`src/rtl/pc_pkg.sv`:
```
// pc_pkg: shared types and default parameters for the program-counter unit.
//   pc_state_e    - controller state (IDLE / RUN / PEND)
//   ADDR_W_DEF    - default PC width in bits
//   STEP_DEF      - default sequential increment in bytes
//   RESET_VEC_DEF - default fetch address after reset (truncated to ADDR_W)
package pc_pkg;

  typedef enum logic [1:0] {
    IDLE = 2'd0,
    RUN  = 2'd1,
    PEND = 2'd2
  } pc_state_e;

  localparam int          ADDR_W_DEF    = 32;
  localparam int          STEP_DEF      = 4;
  localparam logic [63:0] RESET_VEC_DEF = 64'd0;

endpackage

```
`src/rtl/pc_redir_buf.sv`:
```
// pc_redir_buf: holds one branch target captured while fetch is stalled.
// Ports:
//   clk, rst      - clock, synchronous active-high reset
//   load          - capture load_target and mark valid (newest branch wins)
//   load_target   - target to capture
//   clear         - drop the entry and zero the stored target (flush/reset)
//   consume       - entry has been applied; drop valid, target left as is
//   valid         - registered: a captured target is waiting
//   target        - registered: the captured target
module pc_redir_buf import pc_pkg::*; #(
  parameter int ADDR_W = ADDR_W_DEF
) (
  input  logic              clk,
  input  logic              rst,
  input  logic              load,
  input  logic [ADDR_W-1:0] load_target,
  input  logic              clear,
  input  logic              consume,
  output logic              valid,
  output logic [ADDR_W-1:0] target
);

  logic              valid_q, valid_d;
  logic [ADDR_W-1:0] target_q, target_d;

  // clear beats load: a flush in the same cycle as a stalled branch must
  // leave nothing behind.
  always_comb begin
    valid_d  = valid_q;
    target_d = target_q;
    if (rst || clear) begin
      valid_d  = 1'b0;
      target_d = '0;
    end else if (load) begin
      valid_d  = 1'b1;
      target_d = load_target;
    end else if (consume) begin
      valid_d  = 1'b0;
    end
  end

  always_ff @(posedge clk) begin
    valid_q  <= valid_d;
    target_q <= target_d;
  end

  assign valid  = valid_q;
  assign target = target_q;

endmodule

```
`src/rtl/pc_unit.sv`:
```
// pc_unit: instruction fetch program counter with stall, branch and flush
// redirect. A branch taken while stalled is parked in pc_redir_buf and
// applied on the first unstalled edge.
// Ports:
//   clk, rst   - clock, synchronous active-high reset
//   stall      - hold pc
//   flush      - redirect to flush_pc; beats stall and any pending branch
//   flush_pc   - flush target
//   br_valid   - branch/jump taken this cycle
//   br_target  - branch/jump target
//   pc         - registered fetch address
//   ce         - registered instruction-memory chip enable
//   redir_pend - a stalled branch target is waiting to be applied
//
// state | meaning
// IDLE  | in or just out of reset, ce=0, pc=RESET_VEC, inputs ignored
// RUN   | fetching, no pending redirect
// PEND  | fetching but stalled with a captured branch target
module pc_unit import pc_pkg::*; #(
  parameter int                ADDR_W    = ADDR_W_DEF,
  parameter int                STEP      = STEP_DEF,
  parameter logic [ADDR_W-1:0] RESET_VEC = ADDR_W'(RESET_VEC_DEF)
) (
  input  logic              clk,
  input  logic              rst,
  input  logic              stall,
  input  logic              flush,
  input  logic [ADDR_W-1:0] flush_pc,
  input  logic              br_valid,
  input  logic [ADDR_W-1:0] br_target,
  output logic [ADDR_W-1:0] pc,
  output logic              ce,
  output logic              redir_pend
);

  localparam logic [ADDR_W-1:0] STEP_W = ADDR_W'(STEP);

  pc_state_e         state_q, state_d;
  logic [ADDR_W-1:0] pc_q, pc_d;
  logic              ce_q, ce_d;

  logic              buf_load, buf_clear, buf_consume;
  logic              buf_valid;
  logic [ADDR_W-1:0] buf_target;

  pc_redir_buf #(.ADDR_W(ADDR_W)) u_redir_buf (
    .clk         (clk),
    .rst         (rst),
    .load        (buf_load),
    .load_target (br_target),
    .clear       (buf_clear),
    .consume     (buf_consume),
    .valid       (buf_valid),
    .target      (buf_target)
  );

  always_comb begin
    state_d     = state_q;
    pc_d        = pc_q;
    ce_d        = ce_q;
    buf_load    = 1'b0;
    buf_clear   = 1'b0;
    buf_consume = 1'b0;
    if (rst) begin
      state_d   = IDLE;
      pc_d      = RESET_VEC;
      ce_d      = 1'b0;
      buf_clear = 1'b1;
    end else begin
      case (state_q)
        IDLE: begin
          // First fetch happens at RESET_VEC; advancing starts next edge.
          state_d = RUN;
          pc_d    = RESET_VEC;
          ce_d    = 1'b1;
        end
        RUN: begin
          if (flush) begin
            pc_d      = flush_pc;
            buf_clear = 1'b1;
          end else if (br_valid && stall) begin
            state_d  = PEND;
            buf_load = 1'b1;
          end else if (br_valid) begin
            pc_d = br_target;
          end else if (!stall) begin
            pc_d = pc_q + STEP_W;  // wraps modulo 2^ADDR_W
          end
        end
        PEND: begin
          if (flush) begin
            state_d   = RUN;
            pc_d      = flush_pc;
            buf_clear = 1'b1;
          end else if (stall) begin
            buf_load = br_valid;
          end else begin
            // A branch arriving on the release cycle is newer than the parked one.
            state_d     = RUN;
            pc_d        = br_valid ? br_target : buf_target;
            buf_consume = 1'b1;
          end
        end
        default: begin
          state_d   = IDLE;
          pc_d      = RESET_VEC;
          ce_d      = 1'b0;
          buf_clear = 1'b1;
        end
      endcase
    end
  end

  always_ff @(posedge clk) begin
    state_q <= state_d;
    pc_q    <= pc_d;
    ce_q    <= ce_d;
  end

  assign pc         = pc_q;
  assign ce         = ce_q;
  assign redir_pend = buf_valid;

endmodule
```
`config.mk`:
```
export PLATFORM = sky130hd
export DESIGN_NAME = pc_unit
export DESIGN_NICKNAME = d
export VERILOG_FILES = /design/src/rtl/pc_pkg.sv /design/src/rtl/pc_redir_buf.sv /design/src/rtl/pc_unit.sv
export SDC_FILE = /design/constraint.sdc
export NUM_CORES = 1
export LEC_CHECK = 0
export ABC_AREA = 1
export BUFFER_PORTS_ARGS = -buffer_cell sky130_fd_sc_hd__buf_2
export CAP_MARGIN = 20
export CORE_MARGIN = 3
export CORE_UTILIZATION = 35
export DETAILED_ROUTE_END_ITERATION = 10
export SLEW_MARGIN = 0
export SYNTH_ARGS = -nofsm -noshare
export SYNTH_HDL_FRONTEND = slang
export SYNTH_SLANG_ARGS = --single-unit
```
`constraint.sdc`:
```
create_clock -name clk -period 1.66 [get_ports clk]
set_input_delay 0.083 -clock clk [delete_from_list [all_inputs] [get_ports clk]]
set_output_delay 0.083 -clock clk [all_outputs]
set_load 0.02 [all_outputs]
```
==> metrics.txt, run 1 <==
# TYPE chip_impl_metric gauge
chip_impl_info{name="outcome",value="finished, final reports clean"} 1
chip_impl_metric{name="fmax",unit="MHz"} 612
chip_impl_info{name="dominantRegCellSynth",value="sky130_fd_sc_hd__dfxtp_1"} 1
chip_impl_info{name="setup.worst_path.start_class",value="register"} 1
chip_impl_metric{name="synth_fp_nets",unit=""} 782
chip_impl_info{name="cts-root-buf",value="sky130_fd_sc_hd__clkbuf_16"} 1
chip_impl_metric{name="period_minus_slack",unit="ps"} 1640
chip_impl_metric{name="seq_area_frac_synth",unit=""} 0.309
chip_impl_metric{name="power_frac_seq",unit=""} 0.355
chip_impl_metric{name="ys_warn_count",unit=""} 0
chip_impl_metric{name="wl_per_cell",unit="µm"} 14.4
chip_impl_info{name="cts_tree",value="yes"} 1
chip_impl_metric{name="gp_routability_congestion",unit=""} 0.935
chip_impl_metric{name="route.detailed.drc",unit=""} 0
chip_impl_metric{name="synthCells",unit=""} 708
chip_impl_metric{name="placed_cells_incl_taps",unit=""} 1019
chip_impl_metric{name="power.share.switching",unit=""} 0.305
chip_impl_metric{name="via_count_of_the_first_global_routing_pass",unit=""} 4848
chip_impl_metric{name="number_of_distinct_library_cells_after_synthesis",unit=""} 37
chip_impl_metric{name="drt-vias-per-instance",unit=""} 4.90
chip_impl_metric{name="clock_skew",unit="ps"} 5.12
chip_impl_metric{name="finalCoreUtilization",unit=""} 0.532
chip_impl_info{name="rsz0062_at_grt",value="yes"} 1
chip_impl_metric{name="die_area",unit="µm²"} 14000
chip_impl_metric{name="final_net_count",unit=""} 973
chip_impl_metric{name="antenna_left",unit=""} 0
chip_impl_metric{name="grt.met3_usage",unit=""} 0.0526
chip_impl_metric{name="timing_hold_violations_final",unit=""} 0
chip_impl_metric{name="fp-row-count",unit=""} 40
chip_impl_metric{name="chipWidth",unit="µm"} 118
chip_impl_info{name="worst_r2r_startpoint",value="pc[3]$_SDFFE_PP0P_"} 1
chip_impl_metric{name="worst-r2r-cell-count",unit=""} 12
chip_impl_metric{name="comb_power_share",unit=""} 0.262
chip_impl_info{name="synth_top_cell_by_area",value="sky130_fd_sc_hd__dfxtp_1"} 1
chip_impl_metric{name="antenna_cells",unit=""} 0
chip_impl_metric{name="synth-edff-count",unit=""} 0
chip_impl_metric{name="first_pass_iters",unit=""} 5
chip_impl_metric{name="async_reset_ff_frac",unit=""} 0
chip_impl_metric{name="drt_first_iter_violations",unit=""} 286
chip_impl_metric{name="layout-drive-gt1-share",unit=""} 0.314
chip_impl_metric{name="power.leakage",unit="nW"} 2.75
chip_impl_metric{name="ios",unit=""} 103
chip_impl_info{name="grt_most_used_layer",value="met2"} 1
chip_impl_metric{name="p_int",unit="mW"} 3.38
chip_impl_info{name="end_kind",value="register"} 1
chip_impl_info{name="crit_type",value="register to register"} 1
chip_impl_metric{name="syn2layout_area_growth",unit="%"} 46.8
chip_impl_info{name="r2r_end",value="pc[27]$_SDFFE_PP0P_"} 1
chip_impl_metric{name="timing.slew.headroom",unit=""} 0.673
chip_impl_metric{name="cts_sinks",unit=""} 68
chip_impl_metric{name="grt_pass1_wl",unit="µm"} 24500
chip_impl_metric{name="cts.clk_slew.worst_paths",unit="ps"} 60
chip_impl_metric{name="max-cap-violations",unit=""} 0
chip_impl_metric{name="layout.filler_cells",unit=""} 1207
chip_impl_metric{name="antenna_found_initial",unit=""} 0
chip_impl_metric{name="powerDensity",unit="nW/µm²"} 751
chip_impl_metric{name="start_util",unit=""} 0.363
chip_impl_metric{name="avgSynthCellArea",unit="µm²"} 6.23
chip_impl_metric{name="grt.met1_usage",unit=""} 0.294
chip_impl_metric{name="ys_seq_elements",unit=""} 68
chip_impl_metric{name="timing.critical_path.arrival",unit="ps"} 1850
chip_impl_metric{name="hold_path_depth",unit=""} 3
chip_impl_metric{name="routed_wl",unit="µm"} 15400
chip_impl_metric{name="numPortBuffers",unit=""} 102
chip_impl_info{name="holdCritStartpoint",value="br_target[16]"} 1
chip_impl_info{name="ys_top_cells_by_area",value="sky130_fd_sc_hd__dfxtp_1 31%, sky130_fd_sc_hd__nand2_1 20%, sky130_fd_sc_hd__a21oi_1 9.8%"} 1
chip_impl_metric{name="cts_inserted_buffers",unit=""} 9
chip_impl_info{name="worst_hold_path_ep",value="u_redir_buf.target[16]$_SDFFE_PP0P_"} 1
chip_impl_metric{name="grt.total_usage",unit=""} 0.218
chip_impl_metric{name="ir_worst_vdd",unit="V"} 0.000617
chip_impl_metric{name="cts_buffer_depth",unit=""} 2
chip_impl_metric{name="pwr-share-clk",unit=""} 0.383
chip_impl_metric{name="cp_data_required_time",unit="ps"} 1880
chip_impl_metric{name="yosys.area.top_type_share",unit=""} 0.309
chip_impl_info{name="worstHoldPathType",value="primary input to register"} 1
chip_impl_metric{name="syn-cell-area",unit="µm²"} 4410
chip_impl_metric{name="chipHeight",unit="µm"} 118
chip_impl_metric{name="dp.final_hpwl",unit="µm"} 11300
chip_impl_metric{name="ff2ff_setup_slack",unit="ps"} 20
chip_impl_metric{name="route.vias.total",unit=""} 5255
chip_impl_metric{name="post_layout_cell_count",unit=""} 1072
chip_impl_metric{name="grt_max_degree",unit=""} 35
chip_impl_metric{name="met2_layer_usage_reported_by_global_route",unit=""} 0.347
chip_impl_metric{name="post-route-period-util",unit=""} 0.985
chip_impl_metric{name="worstPathMaxFanout",unit=""} 3
chip_impl_metric{name="max_slew.worst_pin.slew",unit="ps"} 491
chip_impl_metric{name="core_region_area",unit="µm²"} 12200
chip_impl_metric{name="clk_latency_worst_skew_pair",unit="ps"} 350
chip_impl_metric{name="drv_slew",unit=""} 0
chip_impl_metric{name="setup_viol",unit=""} 0
chip_impl_metric{name="cts.htree.levels",unit=""} 3
chip_impl_metric{name="net-switching-power",unit="mW"} 1.48
chip_impl_metric{name="tns",unit="ps"} 0
chip_impl_metric{name="globalRouteOverflowTotal",unit=""} 0
==> how the worst max path moves through the flow <==
stage / from / to / slack (ps) / depth (start not counted)
global placement: state_q[0]$_SDFFE_PP0P_ / pc[29]$_SDFFE_PP0P_ / -30 / 10
finish: pc[3]$_SDFFE_PP0P_ / pc[27]$_SDFFE_PP0P_ / 20 / 12
global route: pc[4]$_SDFFE_PP0P_ / pc[27]$_SDFFE_PP0P_ / -100 / 11
detailed placement: state_q[0]$_SDFFE_PP0P_ / pc[21]$_SDFFE_PP0P_ / -80 / 11
floorplan: state_q[1]$_SDFFE_PP0P_ / pc[21]$_SDFFE_PP0P_ / 50 / 11
CTS: state_q[0]$_SDFFE_PP0P_ / pc[11]$_SDFFE_PP0P_ / 10 / 11
==> final cells by class <==
cell class / count / area (µm²) / area share
multi-input combinational: 557 / 2810 / 0.434
timing repair buffer: 215 / 1600 / 0.248
sequential: 68 / 1380 / 0.213
clock buffer: 15 / 278 / 0.0429
tap: 168 / 210 / 0.0325
inverter: 48 / 185 / 0.0286
clock inverter: 1 / 5.00 / 0.000773
==> cell usage after synthesis (3+ instances only) <==
cell                         n
sky130_fd_sc_hd__nand3_1    28
sky130_fd_sc_hd__buf_1       3
sky130_fd_sc_hd__nor3_1      9
sky130_fd_sc_hd__nand3_2     3
sky130_fd_sc_hd__inv_2       6
sky130_fd_sc_hd__nand2_1   232
sky130_fd_sc_hd__inv_1      41
sky130_fd_sc_hd__ha_1        5
sky130_fd_sc_hd__nand4_1     6
sky130_fd_sc_hd__clkbuf_1    7
sky130_fd_sc_hd__nor2_4      8
sky130_fd_sc_hd__o22ai_1    14
sky130_fd_sc_hd__o21ai_1     9
sky130_fd_sc_hd__buf_4       7
sky130_fd_sc_hd__o21ai_0    28
sky130_fd_sc_hd__nand2_2     7
sky130_fd_sc_hd__a21oi_2     8
sky130_fd_sc_hd__nor2_2      8
sky130_fd_sc_hd__nand3b_1    4
sky130_fd_sc_hd__a21oi_1    86
sky130_fd_sc_hd__nor2_8      3
sky130_fd_sc_hd__nor2_1     84
sky130_fd_sc_hd__buf_2      15
sky130_fd_sc_hd__dfxtp_1    68
sky130_fd_sc_hd__buf_6       3
==> power groups by stage <==
stage	Clock, mW	Combinational (mW)	Sequential (mW)
after floorplan	0	0.580	1.80
after global placement	0	1.14	1.75
after detailed placement	0	1.14	1.75
after CTS	1.91	1.21	1.72
after global routing	1.98	1.40	1.73
final	1.86	1.28	1.72
==> critical path: stages (launching register included) <==
cell and delay [ps]:
sky130_fd_sc_hd__dfxtp_4 360, sky130_fd_sc_hd__buf_6 110, sky130_fd_sc_hd__nand3_1 140, sky130_fd_sc_hd__nor2_2 190, sky130_fd_sc_hd__nand2_1 140, sky130_fd_sc_hd__nor2_2 140, sky130_fd_sc_hd__nand2_1 60, sky130_fd_sc_hd__nand2_1 50
sky130_fd_sc_hd__nand3_1 90, sky130_fd_sc_hd__nand2_1 70, sky130_fd_sc_hd__nand2_1 40, sky130_fd_sc_hd__nand2_1 60, sky130_fd_sc_hd__a21oi_2 50
==> layer usage <==
layer | up-vias | part of all wire
met5 | - | 0
met1 | 2367 | 0.48
met2 | 160 | 0.45
met3 | 21 | 0.059
met4 | 0 | 0.016
li1 | 2707 | -
==> flip-flops by register name, indices dropped and copies added, names as in the netlist <==
signal              count
pc                     32
ce                      1
u_redir_buf.valid       1
state_q                 2
u_redir_buf.target     32
==> repair_timing <==
action | in CTS | in global routing
pin swaps | 1 | 18
gates cloned | 0 | 1
setup endpoints to repair | 55 | 67
hold buffers | 27 | 0
endpoints found under the hold margin | 27 | 0
gates resized for setup | 10 | 52
setup buffers | 0 | 9
==> metrics by stage <==
step	power [mW]	area (µm²)	hold WS (ps)	setup slack [ps]
4_1_cts	4.83	6200	2.15	9.99
2_1_floorplan	2.38	4410	226	49.0
3_3_place_gp	2.90	5620	348	-34.2
5_1_grt	5.10	6470	12.9	-101
6_report	4.86	6470	13.6	24.8
3_5_place_dp	2.90	5620	348	-80.4
==> logic make-up after synthesis <==
logic type,count (synthesis),share of synthesized area
and+or+nand+nor,396,0.396
AOI/OAI and AO/OA,156,0.195
buffers and inverters,83,0.0860
DFF,68,0.309
adders and majority gates,5,0.0142
==> layout by cell type (no fill, tap or decap), types with 9 or more instances in the layout <==
cell type	netlist	layout
sky130_fd_sc_hd__nand2_1	232	230
sky130_fd_sc_hd__buf_2	15	102
sky130_fd_sc_hd__dlygate4sd3_1	0	27
sky130_fd_sc_hd__inv_1	41	36
sky130_fd_sc_hd__a21oi_2	8	10
sky130_fd_sc_hd__inv_2	6	9
sky130_fd_sc_hd__o21ai_1	9	11
sky130_fd_sc_hd__o21ai_0	28	26
sky130_fd_sc_hd__clkbuf_16	0	10
sky130_fd_sc_hd__dfxtp_1	68	59
sky130_fd_sc_hd__buf_4	7	68
sky130_fd_sc_hd__a21oi_1	86	84
sky130_fd_sc_hd__nor2_2	8	14
sky130_fd_sc_hd__o22ai_1	14	14
sky130_fd_sc_hd__nor2_4	8	11
sky130_fd_sc_hd__buf_12	0	10
sky130_fd_sc_hd__nor2_1	84	75
sky130_fd_sc_hd__nand3_1	28	25
(Power assumes the default switching activity.)
==> run 2: changes to the inputs <==
--- a/config.mk
+++ b/config.mk
@@ -8,9 +8,12 @@
 export ABC_AREA = 1
 export BUFFER_PORTS_ARGS = -buffer_cell sky130_fd_sc_hd__buf_2
 export CAP_MARGIN = 20
+export CELL_PAD_IN_SITES_DETAIL_PLACEMENT = 0
+export CELL_PAD_IN_SITES_GLOBAL_PLACEMENT = 1
 export CORE_MARGIN = 3
-export CORE_UTILIZATION = 35
+export CORE_UTILIZATION = 34
 export DETAILED_ROUTE_END_ITERATION = 10
+export PLACE_DENSITY_LB_ADDON = 0.1
 export SLEW_MARGIN = 0
 export SYNTH_ARGS = -nofsm -noshare
 export SYNTH_HDL_FRONTEND = slang
==> run 2 against run 1 <==
  * Final cell count fell by 1.3%
  * Sequential cell count did not move
  * Wire length rose by 4.2%
  * Worst setup slack improved by 6.2 ps
  * Design area fell by 2.1%
  * Combinational power barely moved
  * Clock skew barely moved
  * Sequential share of layout area rose by 0.52 points
  * Non-clock buffer count fell by 14
  * Register-to-register slack barely moved
  * Via count fell by 1.2%
  * Global-route usage rose by 1.2 points
  * Critical path type unchanged
  * Critical endpoint is now pc[21]$_SDFFE_PP0P_
==> metrics.txt, run 2 (same netlist as run 1, synthesis figures left out) <==
# TYPE chip_impl_metric gauge
chip_impl_metric{name="dp.final_hpwl",unit="µm"} 11900
chip_impl_metric{name="route.detailed.drc",unit=""} 0
chip_impl_metric{name="clock_skew",unit="ps"} 4.76
chip_impl_metric{name="cts.clk_slew.worst_paths",unit="ps"} 60
chip_impl_metric{name="antenna_found_initial",unit=""} 0
chip_impl_metric{name="cts_sinks",unit=""} 68
chip_impl_metric{name="drv_slew",unit=""} 0
chip_impl_metric{name="max-cap-violations",unit=""} 0
chip_impl_metric{name="setup_viol",unit=""} 0
chip_impl_metric{name="layout-drive-gt1-share",unit=""} 0.318
chip_impl_metric{name="cts_buffer_depth",unit=""} 2
chip_impl_metric{name="timing_hold_violations_final",unit=""} 0
chip_impl_metric{name="chipHeight",unit="µm"} 120
chip_impl_metric{name="clk_latency_worst_skew_pair",unit="ps"} 340
chip_impl_metric{name="grt_pass1_wl",unit="µm"} 26400
chip_impl_info{name="final_common_cell",value="sky130_fd_sc_hd__nand2_1"} 1
chip_impl_metric{name="via_count_of_the_first_global_routing_pass",unit=""} 5149
chip_impl_info{name="grt_most_used_layer",value="met2"} 1
chip_impl_info{name="cts-root-buf",value="sky130_fd_sc_hd__clkbuf_16"} 1
chip_impl_metric{name="gp_routability_congestion",unit=""} 0.893
chip_impl_metric{name="final_net_count",unit=""} 959
chip_impl_metric{name="core_region_area",unit="µm²"} 12400
chip_impl_metric{name="grt.total_usage",unit=""} 0.230
chip_impl_info{name="end_kind",value="register"} 1
chip_impl_metric{name="antenna_cells",unit=""} 0
chip_impl_metric{name="placedInstanceArea",unit="µm²"} 5560
chip_impl_metric{name="antenna_left",unit=""} 0
chip_impl_metric{name="grt.met1_usage",unit=""} 0.312
chip_impl_metric{name="fmax",unit="MHz"} 614
chip_impl_info{name="cts_tree",value="yes"} 1
chip_impl_metric{name="drt-vias-per-instance",unit=""} 4.91
chip_impl_metric{name="ff2ff_setup_slack",unit="ps"} 30
chip_impl_metric{name="finalInstanceArea",unit="µm²"} 6330
chip_impl_metric{name="finalCoreUtilization",unit=""} 0.512
chip_impl_info{name="outcome",value="finished, final reports clean"} 1
chip_impl_metric{name="ir_worst_vdd",unit="V"} 0.000533
chip_impl_metric{name="routed_wl",unit="µm"} 16100
chip_impl_metric{name="grt.met3_usage",unit=""} 0.0457
chip_impl_metric{name="grt_max_degree",unit=""} 30
chip_impl_metric{name="syn2layout_area_growth",unit="%"} 43.6
chip_impl_metric{name="worstPathMaxFanout",unit=""} 6
chip_impl_info{name="path_cells",value="buf_6 -> nand2_2 -> nor2_4 -> nand3_2 -> nor2_4 -> nand3b_1 -> nand3_1 -> nand2_1 -> nand2_1 -> nand2_1 -> a21oi_2"} 1
chip_impl_info{name="crit_type",value="register to register"} 1
chip_impl_metric{name="placed_cells_incl_taps",unit=""} 1015
chip_impl_info{name="setup.worst_path.start_class",value="register"} 1
chip_impl_info{name="rsz0062_at_grt",value="yes"} 1
chip_impl_metric{name="cp_data_required_time",unit="ps"} 1930
chip_impl_metric{name="period_minus_slack",unit="ps"} 1630
chip_impl_metric{name="start_util",unit=""} 0.357
chip_impl_metric{name="post_layout_cell_count",unit=""} 1058
chip_impl_metric{name="fp-row-count",unit=""} 40
chip_impl_metric{name="globalRouteOverflowTotal",unit=""} 0
chip_impl_metric{name="power.leakage",unit="nW"} 2.64
chip_impl_metric{name="cts_inserted_buffers",unit=""} 9
chip_impl_metric{name="post-route-period-util",unit=""} 0.981
chip_impl_metric{name="ios",unit=""} 103
chip_impl_info{name="final_cell_mix",value="225 x sky130_fd_sc_hd__nand2_1, 102 x sky130_fd_sc_hd__buf_2, 85 x sky130_fd_sc_hd__a21oi_1, 75 x sky130_fd_sc_hd__nor2_1, 62 x sky130_fd_sc_hd__buf_4"} 1
chip_impl_metric{name="wl_per_cell",unit="µm"} 15.2
chip_impl_info{name="crit_top_cell",value="sky130_fd_sc_hd__nand2_1"} 1
chip_impl_metric{name="drt_first_iter_violations",unit=""} 302
chip_impl_info{name="crit_slowest_cell",value="sky130_fd_sc_hd__dfxtp_4"} 1
chip_impl_metric{name="cts.htree.levels",unit=""} 3
chip_impl_metric{name="die_area",unit="µm²"} 14400
chip_impl_metric{name="tns",unit="ps"} 0
chip_impl_info{name="worstHoldPathType",value="primary input to register"} 1
chip_impl_metric{name="max_slew.worst_pin.slew",unit="ps"} 427
chip_impl_metric{name="chipWidth",unit="µm"} 120
chip_impl_metric{name="first_pass_iters",unit=""} 6
chip_impl_metric{name="timing.critical_path.arrival",unit="ps"} 1900
chip_impl_metric{name="numPortBuffers",unit=""} 102
chip_impl_metric{name="timing.slew.headroom",unit=""} 0.715
chip_impl_metric{name="route.vias.total",unit=""} 5193
chip_impl_metric{name="powerDensity",unit="nW/µm²"} 764
chip_impl_metric{name="met2_layer_usage_reported_by_global_route",unit=""} 0.377
chip_impl_metric{name="critPathMaxStageDelay",unit="ps"} 370
## run 2: cell types whose count changed in the layout (fill, tap and decap cells not counted), moves of 2 or more
cell,change
sky130_fd_sc_hd__dfxtp_2,+3
sky130_fd_sc_hd__dfxtp_1,-3
sky130_fd_sc_hd__nor2_4,+2
sky130_fd_sc_hd__buf_12,-3
sky130_fd_sc_hd__nor2_2,-2
sky130_fd_sc_hd__nand2_1,-5
sky130_fd_sc_hd__nand3_4,+2
sky130_fd_sc_hd__nand2_2,+6
sky130_fd_sc_hd__dlygate4sd3_1,-4
sky130_fd_sc_hd__o21ai_1,+2
sky130_fd_sc_hd__o21ai_0,-2
sky130_fd_sc_hd__buf_4,-6
## run 2: final cells by class
type / instances / area, µm²
clock buffers: 15 / 278
clock inverters: 1 / 5.00
fillers: 1310 / 6030
inverters: 48 / 190
multi-input cells: 557 / 2840
flip-flops and latches: 68 / 1380
well taps: 168 / 210
repair buffers: 201 / 1430
## run 2: repair_timing
action,4_1_cts,5_1_grt
hold buffers,23,0
hold endpoints to repair,23,0
resized for setup,14,57
buffers inserted,0,4
pin swaps,0,13
setup endpoints to repair,61,64
## run 2: worst max-delay path: cells and delay by family, from the launching register on
family,cells,cell delay (ps)
buffers and inverters,1,100
AND/OR/NAND/NOR,9,1000
AO/OA/AOI/OAI,1,100
flip-flops,1,370
## run 2: metrics by stage
| step | total power [mW] | hold WS (ps) | setup slack, ps |
|---|---|---|---|
| global route | 5.09 | 6.32 | -71.9 |
| finish | 4.84 | 7.53 | 30.9 |
| CTS | 4.85 | 1.19 | 0.513 |
| detailed placement | 2.90 | 349 | -138 |
| floorplan | 2.38 | 226 | 49.0 |
| global placement | 2.89 | 343 | -49.3 |
## run 2: power breakdown
part           switching (mW)  internal, mW
registers              0.0476          1.68
logic                   0.713         0.534
clock network           0.728          1.13
## run 2: routing by layer
metal | vias to the layer above | routed length, µm
met3 | 10 | 793
met2 | 127 | 7390
met1 | 2393 | 7740
met5 | - | 0
met4 | 0 | 141
li1 | 2663 | -
## run 2: worst paths after layout
path | from | end | depth (start not counted)
setup / recovery | pc[3]$_SDFFE_PP0P_ | pc[21]$_SDFFE_PP0P_ | 11
hold / removal | br_target[28] | u_redir_buf.target[28]$_SDFFE_PP0P_ | 3
setup reg to reg | pc[3]$_SDFFE_PP0P_ | pc[21]$_SDFFE_PP0P_ | 11
hold reg to reg | ce$_SDFFE_PP0N_ | ce$_SDFFE_PP0N_ | 2
==> run 3: changes to the inputs <==
--- a/config.mk
+++ b/config.mk
@@ -10,7 +10,7 @@
 export CAP_MARGIN = 20
 export CELL_PAD_IN_SITES_DETAIL_PLACEMENT = 0
 export CELL_PAD_IN_SITES_GLOBAL_PLACEMENT = 1
-export CORE_MARGIN = 3
+export CORE_MARGIN = 10
 export CORE_UTILIZATION = 34
 export DETAILED_ROUTE_END_ITERATION = 10
 export PLACE_DENSITY_LB_ADDON = 0.1
==> run 3 against run 2 <==
  * Wire length rose by 5.1%
  * Critical path depth rose by 1
  * Die area rose by 25%
  * Design area rose by 2.4%
  * Critical path type unchanged
==> metrics.txt, run 3 (same netlist as run 1, synthesis figures left out) <==
# TYPE chip_impl_metric gauge
chip_impl_metric{name="period_minus_slack",unit="ps"} 1630
chip_impl_metric{name="antenna_cells",unit=""} 0
chip_impl_info{name="cts_tree",value="yes"} 1
chip_impl_metric{name="clock_skew",unit="ps"} 4.25
chip_impl_metric{name="via_count_of_the_first_global_routing_pass",unit=""} 5264
chip_impl_metric{name="routed_wl",unit="µm"} 16900
chip_impl_metric{name="finalCoreUtilization",unit=""} 0.512
chip_impl_metric{name="gp_routability_congestion",unit=""} 0.878
chip_impl_metric{name="timing_hold_violations_final",unit=""} 0
chip_impl_metric{name="layout-drive-gt1-share",unit=""} 0.335
chip_impl_metric{name="drt_first_iter_violations",unit=""} 248
chip_impl_metric{name="worstPathMaxFanout",unit=""} 6
chip_impl_metric{name="max_slew.worst_pin.slew",unit="ps"} 499
chip_impl_metric{name="met2_layer_usage_reported_by_global_route",unit=""} 0.308
chip_impl_metric{name="fmax",unit="MHz"} 612
chip_impl_metric{name="chipWidth",unit="µm"} 134
chip_impl_metric{name="power.leakage",unit="nW"} 2.70
chip_impl_info{name="path_cells",value="ha_4 -> nand2_4 -> nor2_4 -> nand2_4 -> nor2_8 -> buf_6 -> buf_6 -> nand2_2 -> nand2_1 -> o21ai_1 -> nand2_1 -> a21oi_1"} 1
chip_impl_metric{name="drt-vias-per-instance",unit=""} 4.85
chip_impl_metric{name="core_region_area",unit="µm²"} 12700
chip_impl_info{name="grt_most_used_layer",value="met2"} 1
chip_impl_metric{name="ir_worst_vdd",unit="V"} 0.000518
chip_impl_metric{name="first_pass_iters",unit=""} 4
chip_impl_metric{name="setup_viol",unit=""} 0
chip_impl_metric{name="chipHeight",unit="µm"} 134
chip_impl_metric{name="post-route-period-util",unit=""} 0.984
chip_impl_info{name="worstHoldPathType",value="primary input to register"} 1
chip_impl_metric{name="dp.final_hpwl",unit="µm"} 12600
chip_impl_metric{name="final_net_count",unit=""} 967
chip_impl_metric{name="total_power",unit="mW"} 5.00
chip_impl_metric{name="ff_latch_area",unit="µm²"} 1380
chip_impl_metric{name="cp_data_required_time",unit="ps"} 1880
chip_impl_info{name="crit_type",value="register to register"} 1
chip_impl_metric{name="cts.clk_slew.worst_paths",unit="ps"} 60
chip_impl_info{name="final_common_cell",value="sky130_fd_sc_hd__nand2_1"} 1
chip_impl_metric{name="start_util",unit=""} 0.348
chip_impl_metric{name="grt.met1_usage",unit=""} 0.240
chip_impl_metric{name="ios",unit=""} 103
chip_impl_metric{name="area_of_the_multi_input_gates",unit="µm²"} 2920
chip_impl_metric{name="grt.total_usage",unit=""} 0.189
chip_impl_metric{name="powerDensity",unit="nW/µm²"} 771
chip_impl_info{name="crit_slowest_cell",value="sky130_fd_sc_hd__dfxtp_4"} 1
chip_impl_metric{name="cts_sinks",unit=""} 68
chip_impl_metric{name="grt.met3_usage",unit=""} 0.0362
chip_impl_metric{name="drv_slew",unit=""} 0
chip_impl_metric{name="layout.filler_cells",unit=""} 1330
chip_impl_info{name="path_delay_family",value="simple AND/OR/NAND/NOR gates"} 1
chip_impl_info{name="rsz0062_at_grt",value="yes"} 1
chip_impl_metric{name="grt_max_degree",unit=""} 35
chip_impl_metric{name="antenna_left",unit=""} 0
chip_impl_metric{name="clk_latency_worst_skew_pair",unit="ps"} 350
chip_impl_info{name="cts-root-buf",value="sky130_fd_sc_hd__clkbuf_16"} 1
chip_impl_info{name="outcome",value="finished, final reports clean"} 1
chip_impl_info{name="setup.worst_path.start_class",value="register"} 1
chip_impl_metric{name="grt_pass1_wl",unit="µm"} 27300
chip_impl_metric{name="die_area",unit="µm²"} 17900
chip_impl_metric{name="wl_per_cell",unit="µm"} 15.8
chip_impl_metric{name="max-cap-violations",unit=""} 0
chip_impl_metric{name="cts_inserted_buffers",unit=""} 9
chip_impl_metric{name="route.detailed.drc",unit=""} 0
chip_impl_info{name="final_cell_mix",value="223 x sky130_fd_sc_hd__nand2_1, 102 x sky130_fd_sc_hd__buf_2, 76 x sky130_fd_sc_hd__a21oi_1, 74 x sky130_fd_sc_hd__nor2_1, 67 x sky130_fd_sc_hd__buf_4"} 1
chip_impl_info{name="end_kind",value="register"} 1
chip_impl_metric{name="cts.htree.levels",unit=""} 3
chip_impl_metric{name="fp-row-count",unit=""} 41
chip_impl_metric{name="holdWs",unit="ps"} 9.75
chip_impl_metric{name="antenna_found_initial",unit=""} 0
chip_impl_metric{name="route.vias.total",unit=""} 5190
chip_impl_metric{name="critPathMaxStageDelay",unit="ps"} 360
chip_impl_metric{name="timing.slew.headroom",unit=""} 0.668
chip_impl_metric{name="globalRouteOverflowTotal",unit=""} 0
chip_impl_metric{name="worstPathBufferInverterCount",unit=""} 2
chip_impl_metric{name="syn2layout_area_growth",unit="%"} 47.1
chip_impl_metric{name="numPortBuffers",unit=""} 102
chip_impl_metric{name="cts_buffer_depth",unit=""} 2
chip_impl_metric{name="timing.critical_path.arrival",unit="ps"} 1850
==> run 3: cell count changes in the layout (fill, tap and decap cells not counted), moves of 3 or more <==
cell                            before  now
sky130_fd_sc_hd__a21oi_1            85   76
sky130_fd_sc_hd__a21oi_2             9   18
sky130_fd_sc_hd__buf_4              62   67
sky130_fd_sc_hd__dlygate4sd3_1      23   28
sky130_fd_sc_hd__dfxtp_1            56   59
sky130_fd_sc_hd__dfxtp_2             9    6
sky130_fd_sc_hd__inv_4               2    5
==> run 3: metal layers <==
| layer | up-vias | part of all wire | wire [µm] |
|---|---|---|---|
| met4 | 0 | 0.017 | 295 |
| met5 | - | 0 | 0 |
| met2 | 108 | 0.46 | 7840 |
| met3 | 17 | 0.043 | 723 |
| met1 | 2384 | 0.48 | 8030 |
| li1 | 2681 | - | - |
==> run 3: cell type report <==
type	count	share of cell area
clock inverter	4	0.00733
inverter	48	0.0297
tap	172	0.0332
clock buffer	12	0.0395
multi-input combinational	557	0.451
timing repair buffer	209	0.227
sequential	68	0.213
==> run 3: path summary, 6_finish.rpt <==
| path | startpoint | end | slack [ps] | cells past startpoint |
|---|---|---|---|---|
| max | pc[3]$_SDFFE_PP0P_ | pc[16]$_SDFFE_PP0P_ | 30 | 12 |
| max reg2reg | pc[3]$_SDFFE_PP0P_ | pc[16]$_SDFFE_PP0P_ | 30 | 12 |
| min | br_target[5] | u_redir_buf.target[5]$_SDFFE_PP0P_ | 10 | 3 |
| min reg2reg | u_redir_buf.valid$_SDFFE_PP0P_ | u_redir_buf.valid$_SDFFE_PP0P_ | 450 | 2 |
==> run 3: worst reg2reg max path, cell delays in order, from the launching register on <==
cell                      delay (ps)
sky130_fd_sc_hd__dfxtp_4         360
sky130_fd_sc_hd__ha_4            150
sky130_fd_sc_hd__nand2_4          60
sky130_fd_sc_hd__nor2_4          190
sky130_fd_sc_hd__nand2_4         100
sky130_fd_sc_hd__nor2_8          140
sky130_fd_sc_hd__buf_6           140
sky130_fd_sc_hd__buf_6           100
sky130_fd_sc_hd__nand2_2          30
sky130_fd_sc_hd__nand2_1          50
sky130_fd_sc_hd__o21ai_1          60
sky130_fd_sc_hd__nand2_1          60
sky130_fd_sc_hd__a21oi_1          50
==> run 3: power breakdown <==
group          internal [mW]  switching [mW]
Combinational          0.542           0.731
Clock                   1.24           0.763
Sequential              1.68          0.0452
Total                   3.46            1.54
==> run 3: metrics by stage <==
step | setup slack [ps] | area, µm² | instances | setup TNS [ps]
final | 27.3 | 6490 | 1070 | 0
after detailed placement | -131 | 5540 | 1019 | -2990
after global placement | -134 | 5540 | 1019 | -222
after floorplan | 49.0 | 4410 | 708 | 0
after CTS | -14.6 | 6190 | 1064 | -84.0
after global routing | -72.8 | 6490 | 1070 | -482
==> run 3: timing repair <==
item | 4_1_cts | 5_1_grt
endpoints found under the hold margin | 28 | 0
hold buffers | 28 | 0
pin swaps | 3 | 25
setup endpoints to repair | 63 | 65
resized for setup | 14 | 73
setup buffers | 1 | 6
